[src/rtl/frame_fetch_pkg.sv]
// frame_fetch_pkg: shared constants, freeze FSM state type, timing bundle,
// colour-bar table and pixel helper functions for the frame fetch path.
// The bar table is consumed only when FRAME_FETCH_TEST_PATTERN_EN is defined.
package frame_fetch_pkg;

    // Native frame-buffer geometry (1x display mode)
    localparam int FB_WIDTH  = 240;
    localparam int FB_HEIGHT = 320;

    // Display-region limits for the scaled modes
    localparam int SCALE2X_W = 480;
    localparam int SCALE2X_H = 480;
    localparam int SCALE83_W = 640;
    localparam int SCALE83_H = 480;

    // Raster position in to display pixel out
    localparam int PIPE_LAT = 6;

    localparam int H_W    = 11;
    localparam int V_W    = 10;
    localparam int ADDR_W = 17;
    localparam int DOUT_W = 16;
    localparam int PIX_W  = 12;

    typedef enum logic [1:0] {
        LIVE        = 2'd0,
        FREEZE_PEND = 2'd1,
        FROZEN      = 2'd2,
        THAW_PEND   = 2'd3
    } fetch_state_t;

    // Raster timing and region flag travelling together down the delay line
    typedef struct packed {
        logic hsync;
        logic vsync;
        logic blank;
        logic region;
    } timing_t;

    // RGB444 colour bars, indexed by hcount[9:7]
    localparam logic [PIX_W-1:0] BAR_TABLE [8] = '{
        12'hFFF, 12'hFF0, 12'h0FF, 12'h0F0,
        12'hF0F, 12'hF00, 12'h00F, 12'h000
    };

    // Keep the top four bits of each RGB565 channel
    function automatic logic [PIX_W-1:0] rgb565_to_444(input logic [DOUT_W-1:0] c);
        return {c[15:12], c[10:7], c[4:1]};
    endfunction

    // Visible image area for the given scale mode; 3 shares the 8/3x limits
    function automatic logic in_region(input logic [1:0]     scale,
                                       input logic [H_W-1:0] h,
                                       input logic [V_W-1:0] v);
        case (scale)
            2'd0:    return (h < H_W'(FB_WIDTH))  && (v < V_W'(FB_HEIGHT));
            2'd1:    return (h < H_W'(SCALE2X_W)) && (v < V_W'(SCALE2X_H));
            default: return (h < H_W'(SCALE83_W)) && (v < V_W'(SCALE83_H));
        endcase
    endfunction

endpackage

[src/rtl/frame_fetch_if.sv]
// frame_fetch_if: frame-buffer read port. The fetcher (master) drives the
// read address; the memory (slave) returns RGB565 data two cycles later.
interface frame_fetch_if;
    import frame_fetch_pkg::*;

    logic [ADDR_W-1:0] bram_addr_out;
    logic [DOUT_W-1:0] bram_dout_in;

    modport master (output bram_addr_out, input bram_dout_in);
    modport slave  (input bram_addr_out, output bram_dout_in);

endinterface

[src/rtl/frame_fetch_pipe_delay.sv]
// pipe_delay: fixed-depth register delay line with asynchronous active-low
// clear. Used for every raster-aligned side signal in frame_fetch.
module pipe_delay #(
    parameter int WIDTH = 1,
    parameter int DEPTH = 1
) (
    input  logic             clk_i,
    input  logic             rst_n_i,
    input  logic [WIDTH-1:0] d_i,
    output logic [WIDTH-1:0] q_o
);

    logic [WIDTH-1:0] stage_q [DEPTH];

    // Shift one stage per clock; clear every stage on reset
    always_ff @(posedge clk_i or negedge rst_n_i) begin
        if (!rst_n_i) begin
            for (int i = 0; i < DEPTH; i++) begin
                stage_q[i] <= '0;
            end
        end else begin
            stage_q[0] <= d_i;
            for (int i = 1; i < DEPTH; i++) begin
                stage_q[i] <= stage_q[i-1];
            end
        end
    end

    assign q_o = stage_q[DEPTH-1];

endmodule

[src/rtl/frame_fetch.sv]
// frame_fetch: turns frame-buffer reads into RGB444 display pixels with the
// raster timing realigned to the 6-cycle fetch latency, and runs the
// freeze/thaw FSM that gates camera writes on frame boundaries.
// Optional: FRAME_FETCH_TEST_PATTERN_EN replaces scale-3 pixels with colour bars.
module frame_fetch
    import frame_fetch_pkg::*;
(
    input  logic              clk_in,
    input  logic              rst_n_in,
    input  logic [1:0]        scale_in,
    input  logic [H_W-1:0]    hcount_in,
    input  logic [V_W-1:0]    vcount_in,
    input  logic              hsync_in,
    input  logic              vsync_in,
    input  logic              blank_in,
    input  logic [ADDR_W-1:0] pixel_addr_in,
    input  logic              freeze_in,
    frame_fetch_if.master     fb,
    output logic              frozen_out,
    output logic              cam_we_gate_out,
    output logic [PIX_W-1:0]  pixel_out,
    output logic              hsync_out,
    output logic              vsync_out,
    output logic              blank_out
);

    // ------------------------------------------------------------------
    // Raster side-band: region flag from the raw position, then delayed
    // so it lines up with read data (t+5) ahead of the output register.
    // ------------------------------------------------------------------
    timing_t timing_now;
    timing_t timing_dly;

    // Bundle raster timing with the region decision for this position
    always_comb begin
        timing_now        = '0;
        timing_now.hsync  = hsync_in;
        timing_now.vsync  = vsync_in;
        timing_now.blank  = blank_in;
        timing_now.region = in_region(scale_in, hcount_in, vcount_in);
    end

    pipe_delay #(
        .WIDTH ($bits(timing_t)),
        .DEPTH (PIPE_LAT - 1)
    ) u_timing_dly (
        .clk_i   (clk_in),
        .rst_n_i (rst_n_in),
        .d_i     (timing_now),
        .q_o     (timing_dly)
    );

`ifdef FRAME_FETCH_TEST_PATTERN_EN
    // Scale mode and bar index travel with the pixel so a mid-frame scale
    // change only affects pixels that entered after it.
    logic [4:0] pat_dly;
    logic [1:0] pat_scale;
    logic [2:0] pat_bar;

    pipe_delay #(
        .WIDTH (5),
        .DEPTH (PIPE_LAT - 1)
    ) u_pattern_dly (
        .clk_i   (clk_in),
        .rst_n_i (rst_n_in),
        .d_i     ({scale_in, hcount_in[9:7]}),
        .q_o     (pat_dly)
    );

    assign pat_scale = pat_dly[4:3];
    assign pat_bar   = pat_dly[2:0];
`endif

    // ------------------------------------------------------------------
    // Read address: one register between address generator and memory.
    // ------------------------------------------------------------------
    logic [ADDR_W-1:0] bram_addr_q;

    // Register the generated address toward the frame buffer
    always_ff @(posedge clk_in or negedge rst_n_in) begin
        if (!rst_n_in) begin
            bram_addr_q <= '0;
        end else begin
            bram_addr_q <= pixel_addr_in;
        end
    end

    assign fb.bram_addr_out = bram_addr_q;

    // ------------------------------------------------------------------
    // Output stage: colour conversion and blanking, registered at t+6.
    // ------------------------------------------------------------------
    logic [PIX_W-1:0] pixel_d;
    logic [PIX_W-1:0] pixel_q;
    logic             hsync_q;
    logic             vsync_q;
    logic             blank_q;

    // Select memory colour, bar colour or black for the aligned pixel
    always_comb begin
        pixel_d = '0;
        if (timing_dly.region && !timing_dly.blank) begin
            pixel_d = rgb565_to_444(fb.bram_dout_in);
`ifdef FRAME_FETCH_TEST_PATTERN_EN
            if (pat_scale == 2'd3) begin
                pixel_d = BAR_TABLE[pat_bar];
            end
`endif
        end
    end

    // Register pixel and timing together; reset shows a blanked black screen
    always_ff @(posedge clk_in or negedge rst_n_in) begin
        if (!rst_n_in) begin
            pixel_q <= '0;
            hsync_q <= 1'b0;
            vsync_q <= 1'b0;
            blank_q <= 1'b1;
        end else begin
            pixel_q <= pixel_d;
            hsync_q <= timing_dly.hsync;
            vsync_q <= timing_dly.vsync;
            blank_q <= timing_dly.blank;
        end
    end

    assign pixel_out = pixel_q;
    assign hsync_out = hsync_q;
    assign vsync_out = vsync_q;
    assign blank_out = blank_q;

    // ------------------------------------------------------------------
    // Freeze FSM: requests take effect only at a frame boundary so the
    // frame buffer never holds a half-written image.
    // ------------------------------------------------------------------
    fetch_state_t state_q;
    logic         gate_q;
    logic         frozen_q;
    logic         frame_start;

    assign frame_start = (hcount_in == '0) && (vcount_in == '0);

    // Advance freeze state and register the write gate / frozen flag with it
    always_ff @(posedge clk_in or negedge rst_n_in) begin
        if (!rst_n_in) begin
            state_q  <= LIVE;
            gate_q   <= 1'b1;
            frozen_q <= 1'b0;
        end else begin
            case (state_q)
                LIVE: begin
                    // A request wins over a coincident frame start; it
                    // waits for the next boundary.
                    if (freeze_in) begin
                        state_q <= FREEZE_PEND;
                    end
                    gate_q   <= 1'b1;
                    frozen_q <= 1'b0;
                end
                FREEZE_PEND: begin
                    if (!freeze_in) begin
                        state_q  <= LIVE;
                        gate_q   <= 1'b1;
                        frozen_q <= 1'b0;
                    end else if (frame_start) begin
                        state_q  <= FROZEN;
                        gate_q   <= 1'b0;
                        frozen_q <= 1'b1;
                    end
                end
                FROZEN: begin
                    if (!freeze_in) begin
                        state_q  <= THAW_PEND;
                        gate_q   <= 1'b0;
                        frozen_q <= 1'b0;
                    end
                end
                THAW_PEND: begin
                    if (freeze_in) begin
                        state_q  <= FROZEN;
                        gate_q   <= 1'b0;
                        frozen_q <= 1'b1;
                    end else if (frame_start) begin
                        state_q  <= LIVE;
                        gate_q   <= 1'b1;
                        frozen_q <= 1'b0;
                    end
                end
                default: begin
                    state_q  <= LIVE;
                    gate_q   <= 1'b1;
                    frozen_q <= 1'b0;
                end
            endcase
        end
    end

    assign cam_we_gate_out = gate_q;
    assign frozen_out      = frozen_q;

endmodule

[src/flat_wrapper.sv]
// flat-port wrapper written by rule: the top's interface ports become plain ports
module frame_fetch_flat import frame_fetch_pkg::*;
  (clk_in, rst_n_in, scale_in, hcount_in, vcount_in, hsync_in, vsync_in, blank_in, pixel_addr_in, freeze_in, frozen_out, cam_we_gate_out, pixel_out, hsync_out, vsync_out, blank_out, fb_bram_addr_out, fb_bram_dout_in);
  frame_fetch_if fb_i ();
  input  logic clk_in;
  input  logic rst_n_in;
  input  logic [1:0] scale_in;
  input  logic [H_W-1:0] hcount_in;
  input  logic [V_W-1:0] vcount_in;
  input  logic hsync_in;
  input  logic vsync_in;
  input  logic blank_in;
  input  logic [ADDR_W-1:0] pixel_addr_in;
  input  logic freeze_in;
  output logic frozen_out;
  output logic cam_we_gate_out;
  output logic [PIX_W-1:0] pixel_out;
  output logic hsync_out;
  output logic vsync_out;
  output logic blank_out;
  output wire logic [$bits(fb_i.bram_addr_out)-1:0] fb_bram_addr_out;
  input wire logic [$bits(fb_i.bram_dout_in)-1:0] fb_bram_dout_in;
  assign fb_bram_addr_out = fb_i.bram_addr_out;
  assign fb_i.bram_dout_in = fb_bram_dout_in;
  frame_fetch u_core (.clk_in(clk_in), .rst_n_in(rst_n_in), .scale_in(scale_in), .hcount_in(hcount_in), .vcount_in(vcount_in), .hsync_in(hsync_in), .vsync_in(vsync_in), .blank_in(blank_in), .pixel_addr_in(pixel_addr_in), .freeze_in(freeze_in), .fb(fb_i), .frozen_out(frozen_out), .cam_we_gate_out(cam_we_gate_out), .pixel_out(pixel_out), .hsync_out(hsync_out), .vsync_out(vsync_out), .blank_out(blank_out));
endmodule
[config.mk]
export PLATFORM = sky130hd
export DESIGN_NAME = frame_fetch_flat
export DESIGN_NICKNAME = d
export VERILOG_FILES = /design/src/rtl/frame_fetch_pkg.sv /design/src/rtl/frame_fetch_if.sv /design/src/rtl/frame_fetch_pipe_delay.sv /design/src/rtl/frame_fetch.sv /design/src/flat_wrapper.sv
export SDC_FILE = /design/constraint.sdc
export NUM_CORES = 1
export LEC_CHECK = 0
export ABC_AREA = 1
export BUFFER_PORTS_ARGS = -buffer_cell sky130_fd_sc_hd__buf_2
export CAP_MARGIN = 40
export CELL_PAD_IN_SITES_DETAIL_PLACEMENT = 0
export CELL_PAD_IN_SITES_GLOBAL_PLACEMENT = 1
export CORE_MARGIN = 5
export CORE_UTILIZATION = 32
export CTS_CLUSTER_DIAMETER = 150
export DETAILED_ROUTE_END_ITERATION = 10
export PLACE_DENSITY_LB_ADDON = 0.1
export SLEW_MARGIN = 10
export SYNTH_ARGS = -nofsm -noshare
export SYNTH_HDL_FRONTEND = slang
export SYNTH_SLANG_ARGS = --single-unit
[constraint.sdc]
create_clock -name clk_in -period 1.16 [get_ports clk_in]
set_input_delay 0.232 -clock clk_in [delete_from_list [all_inputs] [get_ports clk_in]]
set_output_delay 0.232 -clock clk_in [all_outputs]
set_load 0.01 [all_outputs]
== Word-level counts from Yosys, hierarchy flattened ==
Index checks and enable logic that the tools add are counted.

* Bits of input ports: 62
* Register bits: 56
* Output and inout bits: 34
* Logic and storage cells: 56

* Magnitude comparators: 5
* Muxes and demuxes: 18
* Reduce and logical (&&, ||, !) cells: 12
* Equality and inequality tests: 8

{| class="wikitable"
|+ Operator list
! cell !! count
|-
| $lt 10x9->1 const B || 2
|-
| $mux 12 || 1
|-
| $mux 2 || 6
|-
| $logic_not 11->1 || 1
|-
| $lt 11x10->1 const B || 1
|-
| $lt 11x8->1 const B || 1
|-
| $lt 11x9->1 const B || 1
|-
| $logic_not 10->1 || 1
|-
| $pmux 1 s4 || 2
|-
| $pmux 2 s4 || 1
|-
| $mux 1 || 7
|-
| $ne 3x2->1 const B || 2
|-
| $logic_and 1x1->1 || 5
|-
| $eq 2x1->1 const B || 2
|-
| $eq 2x2->1 const B || 2
|-
| $logic_not 2->1 || 2
|-
| $ne 2x2->1 const B || 2
|-
| $reduce_and 4->1 || 1
|-
| $reduce_and 3->1 || 1
|-
| $pmux 1 s2 || 1
|-
| $logic_not 1->1 || 1
|}

== Depth between registers and ports, before layout ==
Gate-level depths: netlist of run 1.

* Word-level depth: 5
* Depth in mapped cells: 8
* Depth with buffers taken out: 8

== Modules after synthesis ==
A second synthesis of run 1 with hierarchy kept.

* Cells, all modules: 140
* Area total of the unflattened synthesis: 1781.7 µm²

{| class="wikitable"
|+ By module, submodules not included
! module !! seq. area each (µm²) !! cells an instance !! times used !! area each (µm²)
|-
| frame_fetch || 903.4 || 116 || 1 || 1251.2
|-
| pipe_delay || 500.5 || 24 || 1 || 530.5
|}

== Worst setup path before layout of run 1 ==
No wires, ideal clock.

* Path kind: input to register
* Start point: input vcount_in[7]
* End point: register u_core.frozen_q, in the netlist u_core.frozen_out
* Data required time: 1.043 ns
* Stages: 7
* Slack: 0.139 ns
* Data arrival time: 0.904 ns
* Cell sequence: or2_1 -> nor2_1 -> nand3_1 -> nand2_1 -> nand2_1 -> nand2_1 -> nand2_1

* Longest elaborated chain between the ends: 4
* Elaborated cells between the ends (all ways): 5
* Classes of those cells: 2 x eq/ne; 3 x reduce/logical

{| class="wikitable"
|+ Ends and longest elaborated chain
! item !! line !! RTL
|-
| from (decl) || flat_wrapper.sv:9 || <nowiki>input logic [V_W-1:0] vcount_in;</nowiki>
|-
| $logic_not 10->1 * || frame_fetch.sv:141 || <nowiki>assign frame_start = (hcount_in == '0) && (vcount_in == '0);</nowiki>
|-
| $logic_and 1x1->1 * || frame_fetch.sv:141 ||
|-
| $ne 3x2->1 (no source line) || - ||
|-
| $reduce_and 3->1 (no source line) * || - ||
|-
| to (signal assigned) || frame_fetch.sv:148 || <nowiki>frozen_q <= 1'b0;</nowiki>
|-
| to (signal assigned) || frame_fetch.sv:158 || <nowiki>frozen_q <= 1'b0;</nowiki>
|-
| to (signal assigned) || frame_fetch.sv:164 || <nowiki>frozen_q <= 1'b0;</nowiki>
|-
| to (decl) || frame_fetch.sv:138 || <nowiki>logic frozen_q;</nowiki>
|}

Every way passes the cells marked *; elsewhere a longest branch is shown, timed or not.
A chain may end at the register's enable or synchronous reset.

== Worst setup path in the final report of run 1 ==
* Start point: register u_core.gate_q, in the netlist u_core.cam_we_gate_out
* End point: output cam_we_gate_out

{| class="wikitable"
|+ RTL lines
! item !! line !! RTL
|-
| from (decl) || frame_fetch.sv:137 || <nowiki>logic gate_q;</nowiki>
|-
| from (signal assigned) || frame_fetch.sv:147 || <nowiki>gate_q <= 1'b1;</nowiki>
|-
| from (signal assigned) || frame_fetch.sv:157 || <nowiki>gate_q <= 1'b1;</nowiki>
|-
| from (signal assigned) || frame_fetch.sv:163 || <nowiki>gate_q <= 1'b1;</nowiki>
|-
| to (decl) || flat_wrapper.sv:16 || <nowiki>output logic cam_we_gate_out;</nowiki>
|}

No word-level cell between the ends.

==> results.toml, run 1 <==
[setup_path]
max_stage_delay_ns = 0.55
slowest_stage = "dfstp_2"
crit_buf_inv = 1
start_kind = "register"
path_max_fanout = 2
crit_path_end_kind = "output pin"
crit_arrival_ns = 0.94
criticalPathCategory = "register to output pin"
cp_top_family = "flip-flops"
cp_cell_sequence = "buf_6"
required_ns = 0.93

[floorplanning]
io_pins = 96
placementRows = 26
start_util_pct = 33.5
dieArea_sq_mm = 0.00703
die_h_um = 83.9
die_w_um = 83.9
coreArea_sq_mm = 0.00520

[cts]
cts_sinks = 56
clk_latency_ns = 0.29
path_clk_slew_ns = 0.09
ctsRootBufferMaster = "clkbuf_8"
cts_made_buffers = 5
cts_max_level = 2
post-cts-setup-buffer-count = 0
cts_tree = "yes"
clock_path_buffers = 2

[logic_synthesis]
ys_ff_latch = 56
synth.top_cells.by_count = "dfrtp_1, nor2_1, nand2_1"
ys.warnings.count = 0
synth_top_area_share_pct = 77.4
synthCells = 139
syn_avg_cell_area_sq_um = 12.6
synth_fp_nets = 201
yosysMostFrequentCell = "dfrtp_1"
syn-cell-area_sq_mm = 0.00175
synth_flop_cell = "dfrtp_1"
synth_edf_count = 0
synth_area_leaders = "dfrtp_1, nor2_1, nand2_1, inv_1, dfstp_2"
synth-async-reset-ratio_pct = 100
synth_seq_area_share_pct = 80.4
synth_area_leader_cell = "dfrtp_1"
synth.distinct_cells = 16

[drt]
drtIter0Drc = 38
drtPass1Iterations = 4
drt-met1-wl_mm = 1.30
wl_per_cell_um = 10.7
post-route-drc-count = 0
viasPerCell = 3.88
wl_mm = 3.38
dr_wl_met2_mm = 1.78
vias = 1219
wl_met3_um = 268
dr.max_layer_used = "met4"
drt.antenna.violating_nets = 0

[status]
violations = "negative setup slack"
run_status = "finished, violations left"

[placement]
gp_congestion = 0.725
io_buffers = 91
dpl_worst_slack_ns = -0.0543
dpl.cell_count = 304
hpwl_mm = 2.62

[cells_and_area]
multi_input_area_sq_um = 270
nets = 305
area_growth_syn_to_layout_pct = 41.1
seqCellArea_sq_mm = 0.00140
n_fill_cell = 501
final_layout_size_suffix_gt1_share_pct = 44.7
instances_no_fill = 314
n_antenna_cell = 0

[power]
power.internal_mw = 2.68
power.static_leakage_nw = 1.38
clockPowerShare_pct = 31.2
peakVddDrop_v = 0.000469
seq_power_share_pct = 59.9
p_comb_share_pct = 8.9
p_sw_share_pct = 22.2
power-per-cell-area_mw_per_mm2 = 1400
power.switching_uw = 766

[sta]
setup_slack_ns = -0.00916
finalCriticalPeriod_ns = 1.17
tightest_slew_ns = 0.392
rsz0062_at_grt = "true"
report.final.setup_viol = 1
hold_violations = 0
tns_ns = -0.00916
skew_ns = 0.00354
drv_slew = 0
max_clock_freq_mhz = 855
fin_crit_sh_pct = 101
relSlewSlack_pct = 73.8

[global_route]
antenna_found_initial = 0
first_global_vias = 1242
grt_max_degree = 57
grt_pass1_wl_mm = 5.68
grt_remaining_overflow = 0
grt_usage_pct = 10.3

[hold_path]
hp-class = "input port to register"

[flow_run]
cap_viol_max_count = 0
per-layer routing:
| metal | up-vias | GRT usage, % |
|---|---|---|
| met4 | 0 | 4.82 |
| li1 | 621 | - |
| met2 | 51 | 17.1 |
| met3 | 2 | 3.95 |
| met5 | - | 0 |
| met1 | 545 | 11.6 |
final cells by class:
cell class                 count  area share (%)
timing repair buffer          98            21.8
clock buffer                   6            3.35
inverter                      18            2.74
sequential                    56            57.0
clock inverter                 2           0.559
multi-input combinational     64            11.0
tap                           70            3.56
flip-flops by register name, summed over array words and instances, names as in the netlist, named ones only:
name and flops:
u_core.cam_we_gate_out 1, u_core.u_timing_dly.q_o 4, u_core.u_timing_dly.stage_q 16, u_core.hsync_out 1, u_core.pixel_out 12, u_core.blank_out 1, u_core.vsync_out 1, u_core.state_q 1
u_core.frozen_out 1, u_core.fb.bram_addr_out 17
power groups by stage:
stage               registers [mW]  logic [mW]  clock network [mW]
floorplan                     2.13      0.0566                   0
global placement              2.10       0.303                   0
detailed placement            2.10       0.306                   0
CTS                           2.07       0.316                1.14
global route                  2.08       0.349                1.22
finish                        2.06       0.308                1.08
what timing repair did:
item	CTS	global route
setup endpoints to repair	2	2
hold buffers	1	1
gates resized for setup	2	0
hold endpoints to repair	54	1
cells in the final DEF (no fill, tap or decap), drive strengths merged, types with 2 or more instances in the layout:
| master | instances |
|---|---|
| clkbuf | 6 |
| nand2 | 22 |
| inv | 19 |
| buf | 96 |
| a21oi | 2 |
| dfstp | 2 |
| nor2 | 30 |
| nand3 | 2 |
| dfrtp | 54 |
| dlygate4sd3 | 2 |
| o21ai | 4 |
kinds of logic after synthesis:
group,count (synthesis),synth area share (%)
buffers and inverters,19,4.09
AO/OA/AOI/OAI,7,2.08
flip-flops,56,80.4
XOR/XNOR,1,0.502
AND/OR/NAND/NOR,56,12.9
stage by stage:
| step | cell area, sq um | hold slack, ns | total power [mW] | util, % |
|---|---|---|---|---|
| floorplan | 1750 | -0.0636 | 2.19 | - |
| global placement | 2330 | 0.253 | 2.40 | 44.9 |
| detailed placement | 2330 | 0.251 | 2.41 | 44.9 |
| CTS | 2450 | 0.0193 | 3.52 | 47.1 |
| global route | 2460 | 0.00569 | 3.65 | 47.3 |
| finish | 2460 | 0.0347 | 3.45 | 47.3 |
worst paths after layout:
kind | from | to | slack (ns) | depth (start not counted)
max | u_core.cam_we_gate_out | cam_we_gate_out | -0.009 | 1
min | blank_in | u_core.u_timing_dly.stage_q[17] | 0.03 | 1
max reg2reg | register | u_core.frozen_out | 0.15 | 6
min reg2reg | u_core.u_timing_dly.stage_q[14] | u_core.u_timing_dly.stage_q[10] | 0.35 | 0
max in group asynchronous | rst_n_in | u_core.cam_we_gate_out | 0.42 | 3
min in group asynchronous | rst_n_in | u_core.fb.bram_addr_out[7] | 0.45 | 3
No activity file was read; power rests on OpenSTA's default activity.
==> run 2, diff against run 1 <==
Settings changed: PLACE_DENSITY set to 0.75, PLACE_DENSITY_LB_ADDON 0.1 to unset.
==> results.toml, run 2 (synthesis results as in run 1) <==
[cells_and_area]
nets = 303
final_common_cell = "buf_2"
layout_common_cells = "buf_2, dfrtp_1, nor2_1, nand2_1, inv_1"
n_antenna_cell = 0
area_growth_syn_to_layout_pct = 41.4
largest_reg_flops = 17
final_layout_size_suffix_gt1_share_pct = 44.6

[global_route]
grt_pass1_wl_mm = 5.42
first_global_vias = 1227
grt_max_degree = 57
grt_usage_pct = 9.78
grt_remaining_overflow = 0
antenna_found_initial = 0

[sta]
tightest_slew_ns = 0.394
fin_crit_sh_pct = 101
setup_slack_ns = -0.0129
drv_slew = 0
tns_ns = -0.0143
hold_violations = 0
skew_ns = 0.00937
finalCriticalPeriod_ns = 1.17
report.final.setup_viol = 2
max_clock_freq_mhz = 853
rsz0062_at_grt = "true"
relSlewSlack_pct = 73.7

[drt]
post-route-drc-count = 0
dr.max_layer_used = "met4"
viasPerCell = 3.92
drtIter0Drc = 27
vias = 1222
drtPass1Iterations = 2
dr_wl_met2_mm = 1.38
drt-met1-wl_mm = 1.39
wl_mm = 3.29
drt.antenna.violating_nets = 0
wl_per_cell_um = 10.5
wl_met3_um = 463

[setup_path]
crit_buf_inv = 1
path_max_fanout = 2
crit_arrival_ns = 0.94
start_kind = "register"
max_stage_delay_ns = 0.55
slowest_stage = "dfstp_2"
cp_cell_sequence = "buf_6"
criticalPathCategory = "register to output pin"
crit_path_end_kind = "output pin"
required_ns = 0.93
cp_top_family = "flip-flops"

[cts]
cts_tree = "yes"
clk_latency_ns = 0.30
post-cts-setup-buffer-count = 0
cts_max_level = 2
cts_sinks = 56
cts_made_buffers = 5
path_clk_slew_ns = 0.10
clock_path_buffers = 2
ctsRootBufferMaster = "clkbuf_8"

[power]
peakVddDrop_v = 0.000524
power.static_leakage_nw = 1.38
power-per-cell-area_mw_per_mm2 = 1460

[hold_path]
hp-class = "input port to register"

[floorplanning]
die_w_um = 83.9
coreArea_sq_mm = 0.00520
io_pins = 96
start_util_pct = 33.5
placementRows = 26
die_h_um = 83.9
dieArea_sq_mm = 0.00703

[placement]
dpl_worst_slack_ns = -0.0522
gp_congestion = 0.755
hpwl_mm = 2.58
io_buffers = 91

[status]
violations = "negative setup slack"
run_status = "finished, violations left"

[flow_run]
cap_viol_max_count = 0
-- run 2: final timing paths --
kind                                           startpoint  slack, ns  cells after the start                             end
setup / recovery                   u_core.cam_we_gate_out      -0.01                      1                 cam_we_gate_out
hold / removal                          pixel_addr_in[12]       0.03                      1     u_core.fb.bram_addr_out[12]
setup reg to reg                                 register       0.16                      6               u_core.frozen_out
hold reg to reg            u_core.u_timing_dly.stage_q[8]       0.35                      0  u_core.u_timing_dly.stage_q[4]
max in group asynchronous                        rst_n_in       0.43                      3          u_core.cam_we_gate_out
min in group asynchronous                        rst_n_in       0.45                      3                u_core.vsync_out
-- run 2: where the power goes --
group | internal, mW | switching (mW) | total (mW) | leakage, nW
clock | 0.652 | 0.583 | 1.24 | 0.0558
sequential | 2.04 | 0.0218 | 2.06 | 0.684
combinational | 0.149 | 0.155 | 0.305 | 0.639
total | 2.84 | 0.761 | 3.60 | 1.38
-- run 2: metrics by stage --
step / power (mW) / hold WS [ns] / cell area [sq um] / util (%) / std cells
after floorplan: 2.19 / -0.0636 / 1750 / - / 139
after global placement: 2.40 / 0.250 / 2330 / 44.7 / 303
after detailed placement: 2.41 / 0.251 / 2330 / 44.7 / 303
after CTS: 3.68 / 0.0172 / 2460 / 47.3 / 312
after global routing: 3.80 / 0.00115 / 2470 / 47.4 / 312
final: 3.60 / 0.0317 / 2470 / 47.4 / 312
-- run 2: repair_timing --
item / CTS / global route
hold buffers: 1 / 0
resized for setup: 2 / 1
endpoints found under the setup margin: 2 / 3
pin swaps: 0 / 0
endpoints found under the hold margin: 54 / 0
-- run 2: metal layers --
metal  vias up  global-route usage (%)
met1       523                    11.1
li1        616                       -
met5         -                       0
met2        78                    14.8
met4         0                    4.39
met3         5                    5.73
-- run 2: area by class of cell --
| type | count | area [sq um] |
|---|---|---|
| Clock inverter | 2 | 38.8 |
| Fill cell | 509 | 2740 |
| Sequential cell | 56 | 1400 |
| Clock buffer | 6 | 72.6 |
| Tap cell | 70 | 87.6 |
| Inverter | 18 | 67.6 |
| Timing Repair Buffer | 96 | 520 |
| Multi-Input combinational cell | 64 | 278 |
==> run 3, diff against run 2 <==
Settings changed: CELL_PAD_IN_SITES_DETAIL_PLACEMENT 0 to 1.
==> results.toml, run 3 (synthesis results as in run 1) <==
[power]
peakVddDrop_v = 0.000601
power-per-cell-area_mw_per_mm2 = 1460
power.static_leakage_nw = 1.38

[setup_path]
slowest_stage = "dfstp_2"
crit_path_start = "u_core.cam_we_gate_out"
path_max_fanout = 2
max_stage_delay_ns = 0.55
required_ns = 0.93
cp_top_family = "flip-flops"
start_kind = "register"
crit_path_end_kind = "output pin"
cp_cell_sequence = "buf_6"
criticalPathCategory = "register to output pin"
crit_arrival_ns = 0.94
crit_buf_inv = 1

[cts]
cts_max_level = 2
path_clk_slew_ns = 0.09
ctsRootBufferMaster = "clkbuf_8"
cts_sinks = 56
cts_tree = "yes"
cts_made_buffers = 5
clk_latency_ns = 0.30
clock_path_buffers = 2

[floorplanning]
die_h_um = 83.9
die_w_um = 83.9
placementRows = 26
coreArea_sq_mm = 0.00520
dieArea_sq_mm = 0.00703
io_pins = 96
start_util_pct = 33.5

[global_route]
grt_max_degree = 57
grt_usage_pct = 11.7
antenna_found_initial = 0
grt_pass1_wl_mm = 6.51
first_global_vias = 1399
grt_remaining_overflow = 0

[drt]
post-route-drc-count = 0
drtIter0Drc = 34
viasPerCell = 4.15
wl_mm = 3.90
drt.antenna.violating_nets = 0
drtPass1Iterations = 2
wl_per_cell_um = 12.5
vias = 1299

[sta]
finalCriticalPeriod_ns = 1.17
max_clock_freq_mhz = 854
hold_violations = 0
relSlewSlack_pct = 74.6
rsz0062_at_grt = "true"
drv_slew = 0
skew_ns = 0.00521
fin_crit_sh_pct = 101
report.final.setup_viol = 1
tightest_slew_ns = 0.381
setup_slack_ns = -0.0104

[cells_and_area]
n_antenna_cell = 0
nets = 304
final_common_cell = "buf_2"
layout_common_cells = "buf_2, dfrtp_1, nor2_1, nand2_1, inv_1"
post-route-util_pct = 47.6
area_growth_syn_to_layout_pct = 41.9
final_layout_size_suffix_gt1_share_pct = 44.9
largest_reg_flops = 17

[flow_run]
cap_viol_max_count = 0

[placement]
gp_congestion = 0.755
dpl_worst_slack_ns = -0.0709
io_buffers = 91
hpwl_mm = 3.13

[hold_path]
min-delay-start = "hsync_in"
hp-class = "input port to register"

[status]
violations = "negative setup slack"
run_status = "finished, violations left"
run 3: final timing paths:
path	end	cells after the start	slack [ns]
max	cam_we_gate_out	1	-0.01
min	u_core.u_timing_dly.stage_q[19]	1	0.03
max reg2reg	u_core.frozen_out	6	0.13
min reg2reg	u_core.u_timing_dly.stage_q[15]	0	0.35
max in group asynchronous	u_core.cam_we_gate_out	3	0.38
min in group asynchronous	u_core.fb.bram_addr_out[5]	3	0.50
run 3: per-layer routing:
| layer | part of all wire [%] | global-route usage, % | wire (um) | up-vias |
|---|---|---|---|---|
| met5 | 0 | 0 | 0 | - |
| met4 | 1.6 | 4.39 | 63 | 0 |
| met3 | 11 | 5.43 | 438 | 5 |
| met2 | 46 | 19.2 | 1810 | 77 |
| met1 | 41 | 13.3 | 1600 | 601 |
| li1 | - | - | - | 616 |
run 3: power breakdown:
group	internal (mW)	switching [mW]	total, mW
combinational	0.154	0.164	0.318
clock	0.653	0.589	1.24
sequential	2.04	0.0246	2.07
total	2.85	0.778	3.63
run 3: final cells by class:
cell class                 count  area (sq um)
tap                           70          87.6
multi-input combinational     64           278
clock buffer                   6          72.6
inverter                      18          67.6
fill                         608          2730
timing repair buffer          97           528
sequential                    56          1400
clock inverter                 2          38.8
run 3: what timing repair did:
item | in CTS | in global routing
setup endpoints to repair | 2 | 3
hold buffers | 1 | 0
hold endpoints to repair | 54 | 0
resized for setup | 2 | 1
setup buffers | 0 | 1
run 3: through the flow:
stage                     total power [mW]  std cells  hold WS, ns  setup TNS (ns)  cell area [sq um]
final                                 3.63        313       0.0315         -0.0104               2480
after global routing                  3.82        313      0.00343         -0.0921               2480
after CTS                             3.68        312       0.0178         -0.0493               2460
after detailed placement              2.42        303        0.262         -0.0973               2330
after global placement                2.40        303        0.250         -0.0332               2330
after floorplan                       2.19        139      -0.0636               0               1750
run 3: worst reg2reg max path, stage by stage, from the launching register on:
cell     delay, ns
dfrtp_1       0.42
xnor2_2       0.16
nor2_1        0.07
nand2_1       0.10
nand2_1       0.08
nand2_1       0.06
nand2_1       0.05
